`src/rtl/apb_arb2_if.sv`:
```
// APB request/response bundle shared by both requesters and the downstream master port.
// The master modport drives the request side; the slave modport returns the response.
interface apb_arb2_if;
    logic        psel;
    logic        penable;
    logic [15:0] paddr;
    logic [2:0]  pprot;
    logic        pwrite;
    logic [3:0]  pstrb;
    logic [31:0] pwdata;
    logic        pready;
    logic [31:0] prdata;
    logic        pslverr;

    modport master (
        output psel, penable, paddr, pprot, pwrite, pstrb, pwdata,
        input  pready, prdata, pslverr
    );

    modport slave (
        input  psel, penable, paddr, pprot, pwrite, pstrb, pwdata,
        output pready, prdata, pslverr
    );
endinterface

```
`src/rtl/apb_arb2.sv`:
```
// Two-requester round-robin APB arbiter in front of a single APB completer.
// Define APB_ARB2_TIMEOUT_EN to abort ACCESS phases that exceed TIMEOUT cycles.
//
// state  | meaning
// IDLE   | arbitrate; latch winner's request fields
// SETUP  | m_psel=1, m_penable=0 for one cycle
// ACCESS | m_psel=1, m_penable=1 until m_pready (or timeout)
// RESP   | one-cycle pready pulse to the owner
module apb_arb2 #(
    parameter int TIMEOUT = 1024
) (
    input  logic        clk,
    input  logic        rst,
    apb_arb2_if.slave   s0,
    apb_arb2_if.slave   s1,
    apb_arb2_if.master  m,
    output logic [1:0]  grant,
    output logic        busy,
    output logic [31:0] xfer_count,
    output logic [31:0] timeout_count
);

    typedef enum logic [1:0] {IDLE, SETUP, ACCESS, RESP} state_e;

    state_e      state_q, state_d;
    logic [1:0]  grant_q, grant_d;
    logic        last_q, last_d;
    logic        m_psel_q, m_psel_d;
    logic        m_penable_q, m_penable_d;
    logic [15:0] m_paddr_q, m_paddr_d;
    logic [2:0]  m_pprot_q, m_pprot_d;
    logic        m_pwrite_q, m_pwrite_d;
    logic [3:0]  m_pstrb_q, m_pstrb_d;
    logic [31:0] m_pwdata_q, m_pwdata_d;
    logic [1:0]  pready_q, pready_d;
    logic [31:0] prdata0_q, prdata0_d;
    logic [31:0] prdata1_q, prdata1_d;
    logic        pslverr0_q, pslverr0_d;
    logic        pslverr1_q, pslverr1_d;
    logic [31:0] xfer_q, xfer_d;

    logic        pick0, pick1;
    logic        done;
    logic [31:0] rd_data;
    logic        rd_err;

`ifdef APB_ARB2_TIMEOUT_EN
    logic [31:0] timer_q, timer_d;
    logic [31:0] tmo_q, tmo_d;
`endif

    always_comb begin
        state_d     = state_q;
        grant_d     = grant_q;
        last_d      = last_q;
        m_psel_d    = m_psel_q;
        m_penable_d = m_penable_q;
        m_paddr_d   = m_paddr_q;
        m_pprot_d   = m_pprot_q;
        m_pwrite_d  = m_pwrite_q;
        m_pstrb_d   = m_pstrb_q;
        m_pwdata_d  = m_pwdata_q;
        pready_d    = 2'b00;
        prdata0_d   = prdata0_q;
        prdata1_d   = prdata1_q;
        pslverr0_d  = pslverr0_q;
        pslverr1_d  = pslverr1_q;
        xfer_d      = xfer_q;
        done        = 1'b0;
        rd_data     = m.prdata;
        rd_err      = m.pslverr;
`ifdef APB_ARB2_TIMEOUT_EN
        timer_d     = timer_q;
        tmo_d       = tmo_q;
`endif
        // last_q=1 means s1 was served last, so s0 wins a tie
        pick0 = s0.psel & (~s1.psel | last_q);
        pick1 = s1.psel & ~pick0;

        case (state_q)
            IDLE: begin
                if (pick0 | pick1) begin
                    state_d    = SETUP;
                    grant_d    = {pick1, pick0};
                    last_d     = pick1;
                    m_psel_d   = 1'b1;
                    m_paddr_d  = pick0 ? s0.paddr  : s1.paddr;
                    m_pprot_d  = pick0 ? s0.pprot  : s1.pprot;
                    m_pwrite_d = pick0 ? s0.pwrite : s1.pwrite;
                    m_pstrb_d  = pick0 ? s0.pstrb  : s1.pstrb;
                    m_pwdata_d = pick0 ? s0.pwdata : s1.pwdata;
                end
            end
            SETUP: begin
                state_d     = ACCESS;
                m_penable_d = 1'b1;
`ifdef APB_ARB2_TIMEOUT_EN
                timer_d     = 32'(TIMEOUT - 1);
`endif
            end
            ACCESS: begin
                if (m.pready) begin
                    done   = 1'b1;
                    xfer_d = xfer_q + 32'd1;
                end
`ifdef APB_ARB2_TIMEOUT_EN
                else if (timer_q == '0) begin
                    done    = 1'b1;
                    rd_data = 32'hDEAD_BEEF;
                    rd_err  = 1'b1;
                    tmo_d   = tmo_q + 32'd1;
                end
                else begin
                    timer_d = timer_q - 32'd1;
                end
`endif
                if (done) begin
                    state_d     = RESP;
                    m_psel_d    = 1'b0;
                    m_penable_d = 1'b0;
                    pready_d    = grant_q;
                    if (grant_q[0]) begin
                        prdata0_d  = rd_data;
                        pslverr0_d = rd_err;
                    end else begin
                        prdata1_d  = rd_data;
                        pslverr1_d = rd_err;
                    end
                end
            end
            RESP: begin
                state_d = IDLE;
                grant_d = 2'b00;
            end
            default: state_d = IDLE;
        endcase
    end

    always_ff @(posedge clk) begin
        if (rst) begin
            state_q     <= IDLE;
            grant_q     <= 2'b00;
            last_q      <= 1'b1;
            m_psel_q    <= 1'b0;
            m_penable_q <= 1'b0;
            m_paddr_q   <= '0;
            m_pprot_q   <= '0;
            m_pwrite_q  <= 1'b0;
            m_pstrb_q   <= '0;
            m_pwdata_q  <= '0;
            pready_q    <= 2'b00;
            prdata0_q   <= '0;
            prdata1_q   <= '0;
            pslverr0_q  <= 1'b0;
            pslverr1_q  <= 1'b0;
            xfer_q      <= '0;
`ifdef APB_ARB2_TIMEOUT_EN
            timer_q     <= '0;
            tmo_q       <= '0;
`endif
        end else begin
            state_q     <= state_d;
            grant_q     <= grant_d;
            last_q      <= last_d;
            m_psel_q    <= m_psel_d;
            m_penable_q <= m_penable_d;
            m_paddr_q   <= m_paddr_d;
            m_pprot_q   <= m_pprot_d;
            m_pwrite_q  <= m_pwrite_d;
            m_pstrb_q   <= m_pstrb_d;
            m_pwdata_q  <= m_pwdata_d;
            pready_q    <= pready_d;
            prdata0_q   <= prdata0_d;
            prdata1_q   <= prdata1_d;
            pslverr0_q  <= pslverr0_d;
            pslverr1_q  <= pslverr1_d;
            xfer_q      <= xfer_d;
`ifdef APB_ARB2_TIMEOUT_EN
            timer_q     <= timer_d;
            tmo_q       <= tmo_d;
`endif
        end
    end

    assign m.psel     = m_psel_q;
    assign m.penable  = m_penable_q;
    assign m.paddr    = m_paddr_q;
    assign m.pprot    = m_pprot_q;
    assign m.pwrite   = m_pwrite_q;
    assign m.pstrb    = m_pstrb_q;
    assign m.pwdata   = m_pwdata_q;

    assign s0.pready  = pready_q[0];
    assign s1.pready  = pready_q[1];
    assign s0.prdata  = prdata0_q;
    assign s1.prdata  = prdata1_q;
    assign s0.pslverr = pslverr0_q;
    assign s1.pslverr = pslverr1_q;

    assign grant      = grant_q;
    assign busy       = (state_q != IDLE);
    assign xfer_count = xfer_q;

`ifdef APB_ARB2_TIMEOUT_EN
    assign timeout_count = tmo_q;
`else
    assign timeout_count = '0;
`endif

    // requester penable carries no information once psel is seen
    logic unused_in;
    assign unused_in = s0.penable ^ s1.penable ^ (TIMEOUT == 0);

endmodule
```
`src/flat_wrapper.sv`:
```
// flat-port wrapper written by rule: the top's interface ports become plain ports
module apb_arb2_flat 
#(
    parameter int TIMEOUT = 1024
)
  (clk, rst, grant, busy, xfer_count, timeout_count, s0_psel, s0_penable, s0_paddr, s0_pprot, s0_pwrite, s0_pstrb, s0_pwdata, s0_pready, s0_prdata, s0_pslverr, s1_psel, s1_penable, s1_paddr, s1_pprot, s1_pwrite, s1_pstrb, s1_pwdata, s1_pready, s1_prdata, s1_pslverr, m_psel, m_penable, m_paddr, m_pprot, m_pwrite, m_pstrb, m_pwdata, m_pready, m_prdata, m_pslverr);
  apb_arb2_if s0_i ();
  apb_arb2_if s1_i ();
  apb_arb2_if m_i ();
  input  logic clk;
  input  logic rst;
  output logic [1:0] grant;
  output logic busy;
  output logic [31:0] xfer_count;
  output logic [31:0] timeout_count;
  input wire logic [$bits(s0_i.psel)-1:0] s0_psel;
  input wire logic [$bits(s0_i.penable)-1:0] s0_penable;
  input wire logic [$bits(s0_i.paddr)-1:0] s0_paddr;
  input wire logic [$bits(s0_i.pprot)-1:0] s0_pprot;
  input wire logic [$bits(s0_i.pwrite)-1:0] s0_pwrite;
  input wire logic [$bits(s0_i.pstrb)-1:0] s0_pstrb;
  input wire logic [$bits(s0_i.pwdata)-1:0] s0_pwdata;
  output wire logic [$bits(s0_i.pready)-1:0] s0_pready;
  output wire logic [$bits(s0_i.prdata)-1:0] s0_prdata;
  output wire logic [$bits(s0_i.pslverr)-1:0] s0_pslverr;
  input wire logic [$bits(s1_i.psel)-1:0] s1_psel;
  input wire logic [$bits(s1_i.penable)-1:0] s1_penable;
  input wire logic [$bits(s1_i.paddr)-1:0] s1_paddr;
  input wire logic [$bits(s1_i.pprot)-1:0] s1_pprot;
  input wire logic [$bits(s1_i.pwrite)-1:0] s1_pwrite;
  input wire logic [$bits(s1_i.pstrb)-1:0] s1_pstrb;
  input wire logic [$bits(s1_i.pwdata)-1:0] s1_pwdata;
  output wire logic [$bits(s1_i.pready)-1:0] s1_pready;
  output wire logic [$bits(s1_i.prdata)-1:0] s1_prdata;
  output wire logic [$bits(s1_i.pslverr)-1:0] s1_pslverr;
  output wire logic [$bits(m_i.psel)-1:0] m_psel;
  output wire logic [$bits(m_i.penable)-1:0] m_penable;
  output wire logic [$bits(m_i.paddr)-1:0] m_paddr;
  output wire logic [$bits(m_i.pprot)-1:0] m_pprot;
  output wire logic [$bits(m_i.pwrite)-1:0] m_pwrite;
  output wire logic [$bits(m_i.pstrb)-1:0] m_pstrb;
  output wire logic [$bits(m_i.pwdata)-1:0] m_pwdata;
  input wire logic [$bits(m_i.pready)-1:0] m_pready;
  input wire logic [$bits(m_i.prdata)-1:0] m_prdata;
  input wire logic [$bits(m_i.pslverr)-1:0] m_pslverr;
  assign s0_i.psel = s0_psel;
  assign s0_i.penable = s0_penable;
  assign s0_i.paddr = s0_paddr;
  assign s0_i.pprot = s0_pprot;
  assign s0_i.pwrite = s0_pwrite;
  assign s0_i.pstrb = s0_pstrb;
  assign s0_i.pwdata = s0_pwdata;
  assign s0_pready = s0_i.pready;
  assign s0_prdata = s0_i.prdata;
  assign s0_pslverr = s0_i.pslverr;
  assign s1_i.psel = s1_psel;
  assign s1_i.penable = s1_penable;
  assign s1_i.paddr = s1_paddr;
  assign s1_i.pprot = s1_pprot;
  assign s1_i.pwrite = s1_pwrite;
  assign s1_i.pstrb = s1_pstrb;
  assign s1_i.pwdata = s1_pwdata;
  assign s1_pready = s1_i.pready;
  assign s1_prdata = s1_i.prdata;
  assign s1_pslverr = s1_i.pslverr;
  assign m_psel = m_i.psel;
  assign m_penable = m_i.penable;
  assign m_paddr = m_i.paddr;
  assign m_pprot = m_i.pprot;
  assign m_pwrite = m_i.pwrite;
  assign m_pstrb = m_i.pstrb;
  assign m_pwdata = m_i.pwdata;
  assign m_i.pready = m_pready;
  assign m_i.prdata = m_prdata;
  assign m_i.pslverr = m_pslverr;
  apb_arb2 #(.TIMEOUT(TIMEOUT)) u_core (.clk(clk), .rst(rst), .s0(s0_i), .s1(s1_i), .m(m_i), .grant(grant), .busy(busy), .xfer_count(xfer_count), .timeout_count(timeout_count));
endmodule
```
`config.mk`:
```
export PLATFORM = sky130hd
export DESIGN_NAME = apb_arb2_flat
export DESIGN_NICKNAME = d
export VERILOG_FILES = /design/src/rtl/apb_arb2_if.sv /design/src/rtl/apb_arb2.sv /design/src/flat_wrapper.sv
export SDC_FILE = /design/constraint.sdc
export NUM_CORES = 1
export LEC_CHECK = 0
export CAP_MARGIN = 20
export CORE_AREA = 3 3 134 136
export CTS_CLUSTER_DIAMETER = 80
export DETAILED_ROUTE_END_ITERATION = 8
export DIE_AREA = 0 0 137 139
export MAX_ROUTING_LAYER = met4
export PLACE_DENSITY_LB_ADDON = 0.25
export SLEW_MARGIN = 30
export SYNTH_ARGS = -nofsm -noshare
export SYNTH_HDL_FRONTEND = slang
export SYNTH_SLANG_ARGS = --single-unit
```
`constraint.sdc`:
```
create_clock -name clk -period 5.05 [get_ports clk]
set_clock_uncertainty 0.1 [all_clocks]
set_input_delay 1.01 -clock clk [delete_from_list [all_inputs] [get_ports clk]]
set_output_delay 1.01 -clock clk [all_outputs]
set_load 0.02 [all_outputs]
```
### Word-level counts from Yosys, hierarchy flattened

Index checks and enable logic that the tools add are counted.

| operators by class | value |
|---|---|
| equality and inequality tests | 5 |
| mux-type cells | 16 |
| add/sub/neg operators | 1 |
| reductions and logical operators | 14 |
| bitwise logic cells | 9 |

Operators with widths:

| operator | number |
|---|---|
| $add 32x1->32 const B | 1 |
| $mux 32 | 1 |
| $mux 16 | 1 |
| $reduce_and 2->1 | 5 |
| $reduce_and 3->1 | 3 |
| $pmux 2 s4 | 1 |
| $reduce_bool 2->1 | 4 |
| $mux 2 | 3 |
| $mux 1 | 5 |
| $not 1->1 | 5 |
| $eq 2x2->1 const B | 2 |
| $mux 4 | 1 |
| $ne 2x1->1 const B | 2 |
| $pmux 1 s2 | 2 |
| $pmux 2 s2 | 1 |
| $mux 3 | 1 |
| $reduce_or 3->1 | 1 |
| $and 1x1->1 | 2 |
| $eq 2x1->1 const B | 1 |
| $logic_not 2->1 | 1 |
| $or 1x1->1 | 2 |

| word-level totals | value |
|---|---|
| logic and storage cells | 61 |
| output and inout port bits | 193 |
| register bits | 163 |

### Logic depth before layout (Yosys ltp)

| depth | value |
|---|---|
| depth after elaboration | 8 |
| depth in mapped cells | 9 |
| depth with buffers taken out | 6 |

### Least setup slack after synthesis

No wires, ideal clock.

| timing path | value |
|---|---|
| path kind | input to register |
| from | input port m_pready |
| to | register u_core.xfer_q[30] (netlist: u_core.xfer_count[30]) |
| arrival | 2.299 ns |
| setup time | 0.070 ns |
| stages on the path | 5 |
| required time | 4.880 ns |
| setup slack | 2.580 ns |
| path through | buf_2 -> nand3_1 -> or4_4 -> or4_1 -> a21oi_1 |

| between the ends | value |
|---|---|
| longest elaborated chain between the ends | 1 |

Ends and longest elaborated chain:

| what | RTL line | RTL |
|---|---|---|
| start: declaration | flat_wrapper.sv:43 | `input wire logic [$bits(m_i.pready)-1:0] m_pready;` |
| $reduce_and 2->1 (no line) | - |  |
| end signal: assignment | apb_arb2.sv:177 | `xfer_q <= xfer_d;` |
| end: declaration | apb_arb2.sv:40 | `logic [31:0] xfer_q, xfer_d;` |

No other way between the ends.
A chain may end at the register's enable or synchronous reset.

### Final worst setup path

| timing path | value |
|---|---|
| from | register u_core.state_q[0] |
| to | output port busy |

| between the ends | value |
|---|---|
| longest elaborated chain between the ends | 1 |

Ends and longest elaborated chain:

| what | RTL line | RTL |
|---|---|---|
| start: declaration | apb_arb2.sv:25 | `state_e state_q, state_d;` |
| start signal: assignment | apb_arb2.sv:162 | `state_q <= state_d;` |
| $reduce_bool 2->1 | apb_arb2.sv:201 | `assign busy = (state_q != IDLE);` |
| end: declaration | flat_wrapper.sv:13 | `output logic busy;` |

No other way between the ends.

==> key figures <==
Outcome
  • Status: finished clean

Power and ir drop
  • Internal power: 2.92 mW
  • Peak VDD IR: 0.266 mV
  • Total power: 4.51 mW
  • Sw frac: 0.352
  • Leakage power: 3.92 nW
  • P_sw: 1.59 mW
  • Power per cell area: 426 nW/µm²
  • Comb pwr share: 0.352
  • Sequential power share: 0.362
  • Clock power frac: 0.286

Synth
  • Synth warn: 0
  • Post-synth ARST share: 0
  • Most frequent cell after synthesis: dfxtp_1
  • Cells after synthesis: 803
  • Largest cells by area after synthesis: dfxtp_1 47%, mux2i_1 8.3%, nand2_1 8.2%
  • Synth Cell Area: 6900 µm²
  • Yosys cell types: 42
  • Flops & latches, synth: 163
  • Synth top area share: 0.473
  • Sequential area share after synthesis: 0.473
  • Mean Syn Cell Area: 8.60 µm²
  • Top_reg_cell synth: dfxtp_1
  • Synth cell count leaders: 163 x dfxtp_1, 150 x nand2_1, 92 x a21oi_1, 76 x nor2_1, 57 x mux2i_1
  • Cell taking the most area after synthesis: dfxtp_1
  • Post-synth EDFFs: 0

Setup path
  • R2R depth: 6
  • Crit-path max cell delay: 710 ps
  • CP endpoint: busy
  • Critical path startpoint category: register
  • Arrival @ worst endpoint: 2050 ps
  • Crit-path leading delay family: buffers and inverters
  • Crit path kind: reg -> out
  • Worst-path cell chain: inv_1 -> ha_1 -> inv_1 -> clkdlybuf4s50_1
  • R2R Path End: u_core.xfer_count[19]$_SDFFE_PP0P_
  • CP most frequent cell: inv_1
  • Critical Path Fanout Max: 7
  • Reg-to-reg critical path startpoint: u_core.state_q[0]$_SDFFE_PP0P_
  • CP Capture Type: output port
  • Required @ worst endpoint: 3940 ps
  • Critical path launch point: u_core.state_q[0]$_SDFFE_PP0P_
  • Worst Path Buf+Inv: 3
  • Critical-path top delay cell: clkdlybuf4s50_1
  • Crit. path cell count: 4
  • R2R Setup Slk: 2710 ps

Timing
  • Final hold slack: 353 ps
  • Slew Limit Headroom: 0.367
  • Fin crit period: 3160 ps
  • Max Fclk: 316 MHz
  • Setup Total Neg Slack: 0 ps
  • Min setup slack post-route: 1890 ps
  • Worst slew pin tran: 950 ps
  • Final period utilization: 0.626
  • Final setup fails: 0
  • Hold Fails Final Rpt: 0
  • RSZ-0062 raised after global routing: no
  • Fin. max-slew vios: 0

Global routing
  • First-pass GRT wire length: 32,700 µm
  • Vias in the first global route: 6,267
  • Initial antenna violation count: 1
  • GRT Util Overall: 0.222
  • Total grt overflow: 0
  • Pin count of the biggest net entering global routing: 113

Placement
  • Placer Congestion: 0.832
  • Post-Place Cells: 1,287
  • Cell Area, Placed: 10,000 µm²
  • Post-Place Worst Slack: 1730 ps
  • DP HPWL: 15,100 µm
  • I/O Buffers: 310

Routing
  • Vias: 6,514
  • Drt drc: 0
  • DR top layer: met4
  • DR vias/cell: 4.93
  • Met3 routed wirelength: 2050 µm
  • Wire per inst: 15.9 µm
  • WL met2: 10,400 µm
  • Detail Route Antenna Nets: 0
  • Initial detailed-routing violation count: 375
  • 1st-pass router iterations: 4
  • WL met1: 8200 µm
  • Drt total wl: 21,000 µm

Clocking
  • Cts repair resizes: 0
  • CTS Buf Count: 17
  • Hold_buf cts: 0
  • Clock Tree Buf Depth: 2
  • CTS sink count: 163
  • Postcts setup bufs: 0
  • Clock latency on the worst-skew pair: 420 ps
  • Clock Pin Slew Worst Setup and Hold Paths: 70 ps
  • CTS root buffer: clkbuf_16
  • CTS H-tree depth: 4
  • CTS tree: done

Finish
  • Share of layout cells above drive strength 1: 0.0521
  • Area Overhead vs Synth: 53.6%
  • Post-route cell area: 10,600 µm²
  • Footprint of the multi-input gates: 3270 µm²
  • Filler cell count: 1,538
  • Final Core Density: 0.622
  • Post-Layout Cell Count: 1,320
  • Register area: 3260 µm²
  • Layout Nets: 1,238

Floorplan
  • DIE AREA: 19,000 µm²
  • Io pins: 345
  • Row count: 48
  • Initial Util: 0.405
  • Core Region: 17,100 µm²
  • Die Wd: 137 µm
  • Vert. Die Dim: 139 µm

Worst hold path
  • Hold/Removal Path Class: reg -> reg

Job
  • # Max-Cap Violations: 0
-- power groups by stage --
stage	registers (mW)	clock network, mW	logic [mW]
after floorplan	1.91	0	0.656
after global placement	1.65	0	1.60
after detailed placement	1.66	0	1.61
after CTS	1.63	1.32	1.61
after global routing	1.67	1.37	1.74
final	1.63	1.29	1.59
-- how the worst min path moves through the flow --
stage                                            startpoint                                 to  slack, ps  cells after the start
after floorplan              u_core.state_q[0]$_SDFFE_PP0P_     u_core.state_q[0]$_SDFFE_PP0P_        410                      2
after detailed placement   u_core.s0.prdata[9]$_SDFFE_PP0P_   u_core.s0.prdata[9]$_SDFFE_PP0P_        350                      2
final                     u_core.s1.prdata[13]$_SDFFE_PP0P_  u_core.s1.prdata[13]$_SDFFE_PP0P_        350                      2
after CTS                  u_core.s0.prdata[9]$_SDFFE_PP0P_   u_core.s0.prdata[9]$_SDFFE_PP0P_        360                      2
after global routing      u_core.s1.prdata[16]$_SDFFE_PP0P_  u_core.s1.prdata[16]$_SDFFE_PP0P_        370                      2
after global placement     u_core.s0.prdata[0]$_SDFFE_PP0P_   u_core.s0.prdata[0]$_SDFFE_PP0P_        340                      2
-- final cells by class --
class	instances	share of cell area
Tap cell	225	0.0265
Clock buffer	17	0.0401
Clock inverter	15	0.0155
Multi-Input combinational cell	572	0.309
Inverter	10	0.00354
Sequential cell	163	0.308
Timing Repair Buffer	317	0.298
Antenna cell	1	0.000236
-- cell usage in the layout, fill, tap and decap left out, drive strengths merged, types with 2 or more instances in the layout --
cell           instances
clkinvlp               3
and4                   6
buf                    8
nand4                 10
xnor2                  3
ha                     5
conb                  32
or3                    6
nor2                  76
o21ai                 10
mux2i                 57
dfxtp                163
xor2                   7
nand3                 11
a211oi                56
nand2                150
clkdlybuf4s50        309
a21oi                 92
or4                   16
or2                    2
clkinv                 2
clkbuf                17
o41ai                  2
and3                   6
and2                   3
inv                   19
o31ai                 11
-- per-layer routing --
metal | vias to the layer above | global-route usage
li1 | 3293 | -
met1 | 2976 | 0.247
met2 | 229 | 0.368
met3 | 16 | 0.0867
met4 | 0 | 0.0662
met5 | - | -
-- worst min-delay path: stages, from the launching register on --
cell and delay (ps):
dfxtp_1 310, nand2_1 50, a21oi_1 50
-- cells by family after synthesis --
logic type / Yosys count / share of synthesized area
AND/OR/NAND/NOR: 292 / 0.194
AO/OA/AOI/OAI: 176 / 0.155
flip-flops: 163 / 0.473
buffers and inverters: 99 / 0.0730
multiplexers: 57 / 0.0827
XOR/XNOR: 10 / 0.0127
adder cells (fa/ha/maj): 5 / 0.00906
other: 1 / 0.000543
-- registers in the layout (all words and copies together), names as in the netlist, 2 cells and up --
name and count:
u_core.state_q 2, u_core.m.pstrb 4, u_core.s1.prdata 32, u_core.m.pwdata 32
u_core.s0.prdata 32, u_core.m.pprot 3, u_core.m.paddr 16, u_core.xfer_count 32
u_core.grant 2, u_core.pready_q 2
Power figures use the tool's default switching activity.
